### src/rtl/cpu_pkg.sv
// Shared fetch-stage definitions: instruction opcode constants and the fetch FSM encoding.
package cpu_pkg;

    localparam logic [31:0] BUBBLE_INSTR = 32'hE000_0000;
    localparam logic [3:0]  END_OPCODE   = 4'b1111;
    localparam logic [3:0]  NOP_OPCODE   = 4'b1110;

    typedef enum logic [1:0] {
        RUN   = 2'd0,
        DRAIN = 2'd1,
        HALT  = 2'd2
    } fetch_state_t;

endpackage

### src/rtl/pc_fetch_ctrl_pc_next.sv
// Next-PC selection for the fetch stage; all arithmetic wraps modulo MEM_WORDS.
module pc_next
    import cpu_pkg::*;
#(
    parameter int PC_WIDTH  = 32,
    parameter int MEM_WORDS = 262144
) (
    input  logic [PC_WIDTH-1:0] pc,
    input  logic                redirect,
    input  logic [PC_WIDTH-1:0] redirect_pc,
    input  logic                stall,
    input  fetch_state_t        state,
    input  logic                end_hit,
    output logic [PC_WIDTH-1:0] pc_nxt
);

    // One extra bit so MEM_WORDS == 2**PC_WIDTH and pc+1 never overflow.
    localparam logic [PC_WIDTH:0] MW  = (PC_WIDTH+1)'(MEM_WORDS);
    localparam logic [PC_WIDTH:0] ONE = (PC_WIDTH+1)'(1);

    logic [PC_WIDTH:0] inc_w;
    logic [PC_WIDTH:0] tgt_w;

    assign inc_w = ({1'b0, pc} + ONE) % MW;
    assign tgt_w = {1'b0, redirect_pc} % MW;

    always_comb begin
        pc_nxt = pc;
        if (redirect) begin
            pc_nxt = tgt_w[PC_WIDTH-1:0];
        end else if (state == RUN && !stall && !end_hit) begin
            pc_nxt = inc_w[PC_WIDTH-1:0];
        end
    end

endmodule

### src/rtl/pc_fetch_ctrl.sv
// PC register, IF/ID pipeline register and RUN/DRAIN/HALT fetch FSM with stall and redirect.
// Handshake: stall_i high means decode refuses this cycle's IF/ID contents; redirect_i overrides it.
module pc_fetch_ctrl
    import cpu_pkg::*;
#(
    parameter int PC_WIDTH  = 32,
    parameter int RESET_PC  = 0,
    parameter int MEM_WORDS = 262144
) (
    input  logic                clk,
    input  logic                rst_n,
    input  logic [31:0]         instr_i,
    input  logic                stall_i,
    input  logic                redirect_i,
    input  logic [PC_WIDTH-1:0] redirect_pc_i,
    output logic [PC_WIDTH-1:0] pc_o,
    output logic [31:0]         id_instr_o,
    output logic [PC_WIDTH-1:0] id_pc_o,
    output logic                id_valid_o,
    output logic                halted_o,
    output fetch_state_t        state_o
);

    fetch_state_t        state, state_nxt;
    logic [PC_WIDTH-1:0] pc_nxt;
    logic [31:0]         id_instr_nxt;
    logic [PC_WIDTH-1:0] id_pc_nxt;
    logic                id_valid_nxt;
    logic                end_hit;

    assign end_hit = (instr_i[31:28] == END_OPCODE);
    assign state_o = state;

    pc_next #(
        .PC_WIDTH  (PC_WIDTH),
        .MEM_WORDS (MEM_WORDS)
    ) u_pc_next (
        .pc          (pc_o),
        .redirect    (redirect_i),
        .redirect_pc (redirect_pc_i),
        .stall       (stall_i),
        .state       (state),
        .end_hit     (end_hit),
        .pc_nxt      (pc_nxt)
    );

    always_comb begin
        state_nxt    = state;
        id_instr_nxt = id_instr_o;
        id_pc_nxt    = id_pc_o;
        id_valid_nxt = id_valid_o;
        if (redirect_i) begin
            // Squash whatever was fetched on the wrong path, including an end instruction.
            state_nxt    = RUN;
            id_instr_nxt = BUBBLE_INSTR;
            id_valid_nxt = 1'b0;
        end else begin
            case (state)
                RUN: begin
                    if (!stall_i) begin
                        id_instr_nxt = instr_i;
                        id_pc_nxt    = pc_o;
                        id_valid_nxt = 1'b1;
                        if (end_hit) state_nxt = DRAIN;
                    end
                end
                DRAIN: begin
                    if (!stall_i) begin
                        id_instr_nxt = BUBBLE_INSTR;
                        id_valid_nxt = 1'b0;
                        state_nxt    = HALT;
                    end
                end
                HALT: begin
                    state_nxt = HALT;
                end
                default: begin
                    state_nxt = RUN;
                end
            endcase
        end
    end

    always_ff @(posedge clk or negedge rst_n) begin
        if (!rst_n) begin
            state      <= RUN;
            pc_o       <= PC_WIDTH'(RESET_PC);
            id_instr_o <= BUBBLE_INSTR;
            id_pc_o    <= '0;
            id_valid_o <= 1'b0;
            halted_o   <= 1'b0;
        end else begin
            state      <= state_nxt;
            pc_o       <= pc_nxt;
            id_instr_o <= id_instr_nxt;
            id_pc_o    <= id_pc_nxt;
            id_valid_o <= id_valid_nxt;
            halted_o   <= (state_nxt == HALT);
        end
    end

endmodule

### config.mk
export PLATFORM = sky130hd
export DESIGN_NAME = pc_fetch_ctrl
export DESIGN_NICKNAME = d
export VERILOG_FILES = /design/src/rtl/cpu_pkg.sv /design/src/rtl/pc_fetch_ctrl_pc_next.sv /design/src/rtl/pc_fetch_ctrl.sv
export SDC_FILE = /design/constraint.sdc
export NUM_CORES = 1
export LEC_CHECK = 0
export CAP_MARGIN = 20
export CORE_UTILIZATION = 40
export CTS_CLUSTER_DIAMETER = 150
export DETAILED_ROUTE_END_ITERATION = 12
export PLACE_DENSITY = 0.81
export REMOVE_ABC_BUFFERS = 1
export SLEW_MARGIN = 20
export SYNTH_ARGS = -nofsm -noshare
export SYNTH_HDL_FRONTEND = slang
export SYNTH_SLANG_ARGS = --single-unit
### constraint.sdc
create_clock -name clk -period 2.05 [get_ports clk]
set_input_delay 0.41 -clock clk [delete_from_list [all_inputs] [get_ports clk]]
set_output_delay 0.41 -clock clk [all_outputs]
set_load 0.02 [all_outputs]
==> key figures <==
Outcome
  • Run status: completed

Global routing
  • Vias in the first global route: 2817
  • First-pass GRT wire length: 14.0 mm
  • Largest net degree at the start of global routing: 47
  • Grt total ovfl: 0
  • M2 GR Usage: 34.0%
  • Initial antenna violation count: 0
  • Met3 usage: 4.35%
  • Top Usage Layer GRT: met2
  • Grt met1 use: 26.9%
  • Tot GR Track Use: 20.8%

Timing
  • Worst Tran Pin Value: 0.595 ns
  • Post-Route Skew: 0.0130 ns
  • RSZ-0062 raised after global routing: false
  • Post-Route Setup TNS: 0 ns
  • Fmax: 501 MHz
  • Final Max Slew Viols: 0
  • # setup viols final: 0
  • Tmin final: 1.99 ns
  • Slew margin rel.: 60.4%
  • Fin. Hold Viols: 0
  • Final Cycle Share: 97.3%

Floorplanning
  • Chip Height: 92.7 um
  • Horiz. Die Dim: 92.7 um
  • Core area: 7850 um2
  • Ports: 168
  • Die area: 8590 um2
  • Rows: 32
  • Initial core utilization: 41.9%

Placement
  • Placed insts: 541
  • Placed wire-length estimate: 6.24 mm
  • Port bufs: 125
  • GP Congestion: 0.768

Detailed routing
  • Via Count: 2819
  • 1st-pass router iterations: 4
  • Post-route ant nets: 0
  • Post-route DRC: 0
  • Avg WL per Cell: 15.4 um
  • Vias/cell: 5.06
  • Post-Route WL: 8.60 mm
  • Iteration-0 DRC Markers: 172

Clock tree
  • CTS root buffer: clkbuf_8
  • Max H-tree Level: 3
  • CTS Hold Bufs: 0
  • Total CTS buffers: 9
  • Clk Latency, worst-skew pair: 0.35 ns
  • Clk slew on worst S/H paths: 0.08 ns
  • Clock sink total: 72
  • Max clock buf depth: 2
  • TritonCTS clock tree: yes

Critical path
  • Cells on worst reg2reg path: 4
  • Crit Path Class: flop to output pin
  • WP data required: 1.64 ns
  • Data arrival, critical path: 1.58 ns
  • Worst-path cell chain: clkdlybuf4s50_1
  • Crit path max-delay family: buffers and inverters
  • Slowest cell on the critical path: clkdlybuf4s50_1
  • Max stage delay on crit path: 0.69 ns
  • Crit path max fanout: 7
  • CP endpoint kind: output pin
  • Cell depth of the worst setup path: 1
  • Buffers & Inverters on Critical Path: 1
  • CP startpoint kind: flop

Final layout
  • Final std cells w/o fill: 557
  • P&R area growth vs syn: 47.0%
  • Post-layout util: 61.6%
  • Multi-input gate area in the final layout: 1290 um2
  • Register area: 1810 um2
  • ANT cells: 0
  • Layout cells sized above 1: 9.45%
  • Fillers: 681
  • Nets: 519

Pwr
  • PD cells: 774 nW/um2
  • LEAKAGE: 2.16 nW
  • VDD IR max: 0.455 mV

Worst hold path
  • Hold Crit Class: input port to asynchronous set/reset pin

Synth
  • Area leader, netlist: dfrtp_1
  • Async SR Flop Fraction: 100%
  • Number of flops mapped to enable cells by yosys: 0
  • Syn Inst Count: 316
  • Yosys top cell area share: 52.5%
  • FF+latch count, synth: 72
  • Mapped cell area: 3290 um2
  • Seq/Total Area, Yosys: 54.9%
  • Syn avg cell area: 10.4 um2
  • Synth area leaders: dfrtp_1, nand2_1, a22o_1
  • Yosys cell types: 43
  • Main synth FF type: dfrtp_1
  • Number of synthesis warnings: 0

Run
  • Total of max-cap violations: 0
==> per-layer routing <==
layer | vias to the layer above | share of wire, %
met2 | 120 | 49
met1 | 1349 | 43
met5 | - | 0
met3 | 22 | 6.2
met4 | 0 | 2.4
li1 | 1328 | -
==> what timing repair did <==
action / 4_1_cts / 5_1_grt
setup buffers: 0 / 0
setup endpoints to repair: 0 / 1
gates resized for setup: 0 / 1
hold endpoints to repair: 0 / 0
==> power by group <==
part / internal, mW / total (mW) / switching, mW
logic: 0.441 / 0.918 / 0.477
clock network: 0.575 / 1.15 / 0.579
registers: 1.56 / 1.67 / 0.111
total: 2.57 / 3.74 / 1.17
==> cells by family (layout without fill, tap and decap cells) <==
logic type | after synthesis | count (layout) | synth area share [%]
XOR/XNOR | 7 | 7 | 1.86
flip-flops | 72 | 72 | 54.9
adder cells (fa/ha/maj) | 1 | 1 | 0.380
buffers and inverters | 49 | 161 | 9.32
AND/OR/NAND/NOR | 120 | 120 | 17.9
AO/OA/AOI/OAI | 64 | 64 | 14.9
other | 1 | 28 | 0.114
multiplexers | 2 | 2 | 0.609
==> worst reg2reg max path, stage by stage, from the launching register on <==
cell and delay (ns):
dfrtp_1 0.47, and4_1 0.38, nand3_1 0.24, or4_1 0.45
a31oi_1 0.18
==> final cells by class <==
class	instances	share of cell area, %
Clock buffer	9	2.56
Timing Repair Buffer	141	28.8
Clock inverter	7	1.60
Multi-Input combinational cell	222	26.7
Inverter	4	0.311
Sequential cell	72	37.4
Tap cell	102	2.64
==> cell usage in the layout, fill, tap and decap left out, types with 3 or more instances in the layout <==
cell type and count:
a22o_1 29, a31oi_1 6, and3_1 3, and4_1 4, buf_4 15, clkbuf_8 9, clkdlybuf4s50_1 124, conb_1 28
dfrtp_1 68, dfstp_2 3, inv_1 4, inv_6 3, nand2_1 70, nand3_1 6, nand4_1 8, nor2_1 8
nor3_1 3, o21ai_0 11, o22a_1 3, o311ai_0 4, o31ai_1 4, or4_1 5, xor2_1 6
==> synth_stat cells (5+ instances only) <==
| cell | instances |
|---|---|
| buf_1 | 5 |
| nand4_1 | 8 |
| o21ai_0 | 11 |
| nand2_1 | 70 |
| or4_1 | 5 |
| xor2_1 | 6 |
| dfrtp_1 | 69 |
| nand3_1 | 6 |
| nor2_1 | 9 |
| a31oi_1 | 6 |
| clkbuf_1 | 8 |
| buf_4 | 28 |
| a22o_1 | 29 |
==> flip-flops by register name (all words and copies together), names as in the netlist <==
register,count
halted_o,1
id_instr_o,32
id_pc_o,18
id_valid_o,1
pc_o,18
state_o,2
==> worst paths after layout <==
path                                           end               startpoint  slack, ns
min in group clk           id_pc_o[10]$_DFFE_PN0P_  id_pc_o[10]$_DFFE_PN0P_       0.48
hold / removal             id_pc_o[15]$_DFFE_PN0P_                    rst_n       0.06
setup reg to reg              pc_o[11]$_DFFE_PN0P_      pc_o[3]$_DFFE_PN0P_       0.25
setup / recovery                        state_o[0]     state_o[0]$_DFF_PN0_       0.06
max in group asynchronous     pc_o[16]$_DFFE_PN0P_                    rst_n       1.45
hold reg to reg            id_pc_o[10]$_DFFE_PN0P_  id_pc_o[10]$_DFFE_PN0P_       0.48
==> metrics by stage <==
stage / hold slack, ns / cell area, um2 / power (mW) / worst slack [ns]
floorplan: 0.114 / 3100 / 2.09 / -1.39
finish: 0.0595 / 4830 / 3.74 / 0.0554
CTS: 0.0706 / 4830 / 3.77 / 0.0129
global route: 0.0939 / 4830 / 3.92 / 0.00815
detailed placement: 0.456 / 4630 / 2.62 / -0.130
global placement: 0.452 / 4630 / 2.59 / -0.0481
Note: power is estimated with default switching activity, not from simulation.
